$ cat src/rtl/phase_cmd_ctrl.sv
`default_nettype none
// ============================================================================
//  Module   : phase_cmd_ctrl
//  Brief    : Byte-stream command processor for the phase oscillator bank.
//             Parses WRITE / READ / COMMIT frames from the UART receiver,
//             keeps a shadow bank of per-channel phase offsets and copies the
//             whole shadow bank to the active offset bus on COMMIT so every
//             channel changes phase on the same cycle.
//  Revision : 1.0 - initial release
// ============================================================================
module phase_cmd_ctrl #(
    parameter int OUTPUTS  = 16,
    parameter int OFFSET_W = 24,
    parameter int TIMEOUT  = 50000
) (
    input  logic                         clk,
    input  logic                         rst,
    input  logic [7:0]                   rx_data,
    input  logic                         rx_valid,
    output logic                         rx_ready,
    output logic [7:0]                   tx_data,
    output logic                         tx_valid,
    input  logic                         tx_ready,
    output logic [OFFSET_W*OUTPUTS-1:0]  offsets,
    output logic                         reload,
    output logic                         busy
);

    // Frame geometry
    localparam int c_NB   = (OFFSET_W + 7) / 8;
    localparam int c_DW   = c_NB * 8;
    localparam int c_SH_W = (c_NB > 1) ? (c_NB - 1) * 8 : 8;
    localparam int c_CH_W = (OUTPUTS > 1) ? $clog2(OUTPUTS) : 1;
    localparam int c_NBW  = $clog2(c_NB + 1);
    localparam int c_TW   = $clog2(TIMEOUT + 1);

    localparam logic [8:0]        c_NCH      = 9'(OUTPUTS);
    localparam logic [c_TW-1:0]   c_TMO_LAST = c_TW'(TIMEOUT - 1);
    localparam logic [c_NBW-1:0]  c_LAST_B   = c_NBW'(c_NB - 1);

    // Protocol bytes
    localparam logic [7:0] c_OP_WRITE  = 8'h01;
    localparam logic [7:0] c_OP_READ   = 8'h02;
    localparam logic [7:0] c_OP_COMMIT = 8'h03;
    localparam logic [7:0] c_ACK       = 8'h06;
    localparam logic [7:0] c_NAK       = 8'h15;

    typedef enum logic [1:0] {
        S_IDLE = 2'd0,
        S_CHAN = 2'd1,
        S_DATA = 2'd2,
        S_RESP = 2'd3
    } state_t;

    state_t                 r_state;
    logic                   r_wr;        // frame in progress is a WRITE
    logic [c_CH_W-1:0]      r_ch;        // addressed channel
    logic                   r_ch_ok;     // addressed channel exists
    logic [c_NBW-1:0]       r_cnt;       // data bytes received so far
    logic [c_TW-1:0]        r_tmo;       // idle cycles inside a frame
    logic [c_DW-1:0]        r_resp;      // remaining READ reply bytes
    logic [c_NBW-1:0]       r_left;      // reply bytes still to send after current
    logic [OFFSET_W-1:0]    r_shadow [OUTPUTS];
    logic [OFFSET_W-1:0]    r_active [OUTPUTS];

    logic                   w_rx_fire;
    logic                   w_tx_fire;
    logic                   w_ch_ok;
    logic [c_DW-1:0]        w_rd_val;
    logic [c_DW-1:0]        w_assembled;

    assign w_rx_fire = rx_valid && rx_ready;
    assign w_tx_fire = tx_valid && tx_ready;
    assign w_ch_ok   = ({1'b0, rx_data} < c_NCH);
    assign w_rd_val  = c_DW'(r_shadow[rx_data[c_CH_W-1:0]]);

    // Data assembly: earlier bytes sit in a shift register, the byte being
    // accepted now completes the value (MSB first).
    generate
        if (c_NB > 1) begin : g_shift
            logic [c_SH_W-1:0] r_shift;

            // Shift each accepted data byte into the assembly register
            always_ff @(posedge clk or posedge rst) begin
                if (rst) begin
                    r_shift <= '0;
                end else if (r_state == S_DATA && w_rx_fire) begin
                    r_shift <= c_SH_W'({r_shift, rx_data});
                end
            end

            assign w_assembled = {r_shift, rx_data};
        end else begin : g_noshift
            assign w_assembled = rx_data;
        end
    endgenerate

    // Active offset bus: each channel is driven straight from its register
    generate
        for (genvar j = 0; j < OUTPUTS; j++) begin : g_pack
            assign offsets[OFFSET_W*j +: OFFSET_W] = r_active[j];
        end
    endgenerate

    // Frame parser, shadow/active banks and reply sequencer
    always_ff @(posedge clk or posedge rst) begin
        if (rst) begin
            r_state  <= S_IDLE;
            r_wr     <= 1'b0;
            r_ch     <= '0;
            r_ch_ok  <= 1'b0;
            r_cnt    <= '0;
            r_tmo    <= '0;
            r_resp   <= '0;
            r_left   <= '0;
            rx_ready <= 1'b0;
            tx_valid <= 1'b0;
            tx_data  <= '0;
            reload   <= 1'b0;
            busy     <= 1'b0;
            for (int j = 0; j < OUTPUTS; j++) begin
                r_shadow[j] <= OFFSET_W'(j * 10);
                r_active[j] <= OFFSET_W'(j * 10);
            end
        end else begin
            reload <= 1'b0;
            case (r_state)
                S_IDLE: begin
                    rx_ready <= 1'b1;
                    busy     <= 1'b0;
                    r_tmo    <= '0;
                    if (w_rx_fire) begin
                        if (rx_data == c_OP_WRITE || rx_data == c_OP_READ) begin
                            r_wr    <= (rx_data == c_OP_WRITE);
                            busy    <= 1'b1;
                            r_state <= S_CHAN;
                        end else begin
                            // COMMIT and unknown opcodes reply immediately
                            if (rx_data == c_OP_COMMIT) begin
                                r_active <= r_shadow;
                                reload   <= 1'b1;
                                tx_data  <= c_ACK;
                            end else begin
                                tx_data  <= c_NAK;
                            end
                            r_left   <= '0;
                            tx_valid <= 1'b1;
                            rx_ready <= 1'b0;
                            busy     <= 1'b1;
                            r_state  <= S_RESP;
                        end
                    end
                end

                S_CHAN: begin
                    if (w_rx_fire) begin
                        r_tmo <= '0;
                        if (r_wr) begin
                            r_ch    <= rx_data[c_CH_W-1:0];
                            r_ch_ok <= w_ch_ok;
                            r_cnt   <= '0;
                            r_state <= S_DATA;
                        end else begin
                            tx_valid <= 1'b1;
                            rx_ready <= 1'b0;
                            r_state  <= S_RESP;
                            if (w_ch_ok) begin
                                tx_data <= w_rd_val[c_DW-1 -: 8];
                                r_resp  <= w_rd_val << 8;
                                r_left  <= c_LAST_B;
                            end else begin
                                tx_data <= c_NAK;
                                r_left  <= '0;
                            end
                        end
                    end else if (r_tmo == c_TMO_LAST) begin
                        // Stalled partial frame: drop it without a reply
                        r_tmo   <= '0;
                        busy    <= 1'b0;
                        r_state <= S_IDLE;
                    end else begin
                        r_tmo <= r_tmo + 1'b1;
                    end
                end

                S_DATA: begin
                    if (w_rx_fire) begin
                        r_tmo <= '0;
                        if (r_cnt == c_LAST_B) begin
                            // Out-of-range channels still consume all data bytes
                            if (r_ch_ok) begin
                                r_shadow[r_ch] <= w_assembled[OFFSET_W-1:0];
                                tx_data        <= c_ACK;
                            end else begin
                                tx_data        <= c_NAK;
                            end
                            r_left   <= '0;
                            tx_valid <= 1'b1;
                            rx_ready <= 1'b0;
                            r_state  <= S_RESP;
                        end else begin
                            r_cnt <= r_cnt + 1'b1;
                        end
                    end else if (r_tmo == c_TMO_LAST) begin
                        r_tmo   <= '0;
                        busy    <= 1'b0;
                        r_state <= S_IDLE;
                    end else begin
                        r_tmo <= r_tmo + 1'b1;
                    end
                end

                S_RESP: begin
                    // tx_data only moves on an accepted transfer
                    if (w_tx_fire) begin
                        if (r_left == '0) begin
                            tx_valid <= 1'b0;
                            rx_ready <= 1'b1;
                            busy     <= 1'b0;
                            r_state  <= S_IDLE;
                        end else begin
                            tx_data <= r_resp[c_DW-1 -: 8];
                            r_resp  <= r_resp << 8;
                            r_left  <= r_left - 1'b1;
                        end
                    end
                end

                default: begin
                    r_state <= S_IDLE;
                end
            endcase
        end
    end

endmodule
`default_nettype wire

$ cat config.mk
export PLATFORM = sky130hd
export DESIGN_NAME = phase_cmd_ctrl
export DESIGN_NICKNAME = d
export VERILOG_FILES = /design/src/rtl/phase_cmd_ctrl.sv
export SDC_FILE = /design/constraint.sdc
export NUM_CORES = 2
export LEC_CHECK = 0
export BUFFER_PORTS_ARGS = -buffer_cell sky130_fd_sc_hd__buf_4
export CORE_ASPECT_RATIO = 2
export CORE_MARGIN = 10
export CORE_UTILIZATION = 45
export DETAILED_ROUTE_END_ITERATION = 8
export SYNTH_ARGS = -nofsm -noshare
export SYNTH_HDL_FRONTEND = slang
export SYNTH_SLANG_ARGS = --single-unit
$ cat constraint.sdc
create_clock -name clk -period 33.4 [get_ports clk]
set_clock_uncertainty 0.2 [all_clocks]
set_input_delay 3.34 -clock clk [delete_from_list [all_inputs] [get_ports clk]]
set_output_delay 3.34 -clock clk [all_outputs]
set_load 0.005 [all_outputs]
==> results.toml <==
[layout]
multi_input_area_mm2 = 0.0132
layout_common_cells = "dfrtp_1, mux2_2, buf_4, mux2_1, nand2_1"
utilization = 0.533
drive_above_1_share = 0.461
layout_commonest_cell = "dfrtp_1"
nFillCells = 6591
area_growth_pct = 17.6
regArea_mm2 = 0.0211
fin_nets = 2655

[clock_tree]
cts_tree = "yes"
cts_setup_buffers = 0
ctsHtreeMaxLevel = 3
cts_hold_repair.buffers = 0
cts_sinks = 840
clock_latency_ps = 650
clk_pin_slew_ps = 70
cts_resized = 0
cts_max_path_buffers = 3
cts_buffers = 74
cts_root_buf = "clkbuf_16"

[yosys]
synth_fp_nets = 2303
synth_edf_count = 0
syn-cell-area_mm2 = 0.0354
synthFlopType = "dfrtp_1"
ys_ff_latch = 840
async_flop_share = 1.00
yosysSeqAreaShare = 0.597
synth_cells = 2282
yosysWarnings = 0
avgSynthCellArea_um2 = 15.5
synth_cell_types = 64

[placement]
hpwlAfterDp_um = 72200
gp_congestion = 0.828
portBuffers = 407

[worst_setup_path]
arrival_ps = 8270
critPathCaptureType = "flop"
criticalPathCategory = "primary input to flop"
crit_required_ps = 33740
crit_fanout = 71
crit_path_start_kind = "primary input"

[power_and_ir_drop]
leakagePower_nw = 21.1
internal_power_mw = 1.63
vdd_drop_max_uv = 39.8
clkPwrFrac = 0.413
switchingPower_mw = 0.594
share_seq_of_total_power = 0.500
swShare = 0.267
power_density_mw_per_mm2 = 53.6
p_comb_frac = 0.087

[timing]
timing.final.hold_violations = 0
fin_setup_tns_ps = 0
tightest_slew_ps = 1320
rsz0062_at_grt = "false"
max_clock_freq_ghz = 0.126
final.period_utilization = 0.238
drv_slew = 0
period_needed_ps = 7940
relSlewSlack = 0.116
final-setup-viol-count = 0

[floorplanning]
ios = 408
die_w_um = 218
core-area_mm2 = 0.0780
fp.dieArea_mm2 = 0.0909
start_util = 0.454
rows = 145
dieHeight_um = 417

[drt]
route.detailed.drc = 0
vias = 21000
post_drt_via_cell_ratio = 5.63
finalWirelength_um = 106000
drtIter0Drc = 1284
ant_nets = 0
wire_per_inst_um = 28.5
dr.pass1.iters = 5

[global_route]
grt_start_max_net_pins = 176
grt_pass1_vias = 22900
grt_pass1_wl_um = 158000
grt_usage = 0.233
grt-ovfl-total = 0
antenna_found_initial = 2

[hold_path]
hold_path_class = "flop to flop"

[run_status]
status = "finished, final reports clean"

[flow_run]
max_cap_viol_count = 0
[state kept, by name, summed over array words and instances (netlist names)]
name,count
offsets,384
r_shadow,384
g_shift.r_shift,16
r_resp,16
r_tmo,16
tx_data,8
r_ch,4
r_cnt,2
r_left,2
r_state,2
busy,1
r_ch_ok,1
r_wr,1
reload,1
rx_ready,1
tx_valid,1
[power by group through the flow]
stage               Combinational, mW  Clock, mW  Sequential (mW)
floorplan                       0.152          0             1.08
global placement                0.189          0             1.13
detailed placement              0.194          0             1.13
CTS                             0.195      0.943             1.12
global route                    0.214      0.983             1.12
finish                          0.194      0.920             1.11
[path summary, 6_finish.rpt]
| path | start | to | slack [ps] | cells after the start |
|---|---|---|---|---|
| setup / recovery | rx_data[4] | offsets[159] | 25460 | 8 |
| min in group asynchronous | rst | offsets[1] | 2710 | 2 |
| setup reg to reg | r_state[1] | offsets[159] | 28010 | 8 |
| hold / removal | r_resp[9] | r_resp[9] | 280 | 1 |
| hold reg to reg | r_resp[9] | r_resp[9] | 280 | 1 |
| max in group asynchronous | rst | r_shadow[223] | 27010 | 5 |
[stage by stage]
step	instances	power, mW	setup WS (ps)	cell area (µm²)	hold WS, ps
after global placement	3587	1.32	24850	39000	267
after detailed placement	3587	1.33	24750	39000	267
after global routing	3721	2.32	25170	41600	298
final	3721	2.23	25460	41600	283
after floorplan	2282	1.24	6420	35400	250
after CTS	3720	2.25	25470	41600	286
[worst max-delay path, stage by stage]
cell and delay, ps:
buf_4 210, nor4_4 450, nand4_2 270, nor2_8 750, buf_4 770, buf_4 840, buf_4 870, mux2_2 420
[synth_stat cells (all sizes together) (4+ instances only)]
library cell	number	share of area
nor3	4	0.00071
dfrtp	746	0.53
buf	112	0.023
o2bb2ai	4	0.00099
a22oi	33	0.0070
a211oi	8	0.0017
o21ai	28	0.0040
a21oi	32	0.0045
clkbuf	50	0.0053
dfstp	94	0.070
o221ai	4	0.00099
nand2b	6	0.0011
a22o	4	0.00099
nand4	6	0.0012
nor2b	10	0.0018
nor2	47	0.0054
nand3	21	0.0035
inv	12	0.0013
mux4	93	0.059
mux2	770	0.25
a21o	9	0.0019
xor2	10	0.0025
mux2i	7	0.0020
nand2	114	0.013
ha	9	0.0032
[kinds of logic (layout without fill, tap and decap cells)]
logic type | Yosys count | count (layout) | synth area share
AND/OR/NAND/NOR | 232 | 232 | 0.0327
multiplexers | 870 | 870 | 0.306
adder cells (fa/ha/maj) | 9 | 9 | 0.00318
flip-flops | 840 | 840 | 0.597
XOR/XNOR | 12 | 12 | 0.00297
buffers and inverters | 174 | 583 | 0.0300
other | 0 | 1 | 0
AO/OA/AOI/OAI | 145 | 145 | 0.0275
[area by class of cell]
type | count | area share
diodes | 1 | 0.0000601
clock buffers | 115 | 0.0561
clock inverters | 18 | 0.00628
inverters | 12 | 0.00126
multi-input cells | 1268 | 0.318
flip-flops and latches | 840 | 0.508
well taps | 1029 | 0.0309
repair buffers | 438 | 0.0795
[per-layer routing]
layer  track usage  up-vias  part of all wire
met1         0.282    11300              0.40
met5             0        -          0.000094
li1              -     8973                 -
met3        0.0525      119             0.055
met4        0.0812        2             0.028
met2         0.401      585              0.52
(Power assumes the default switching activity.)
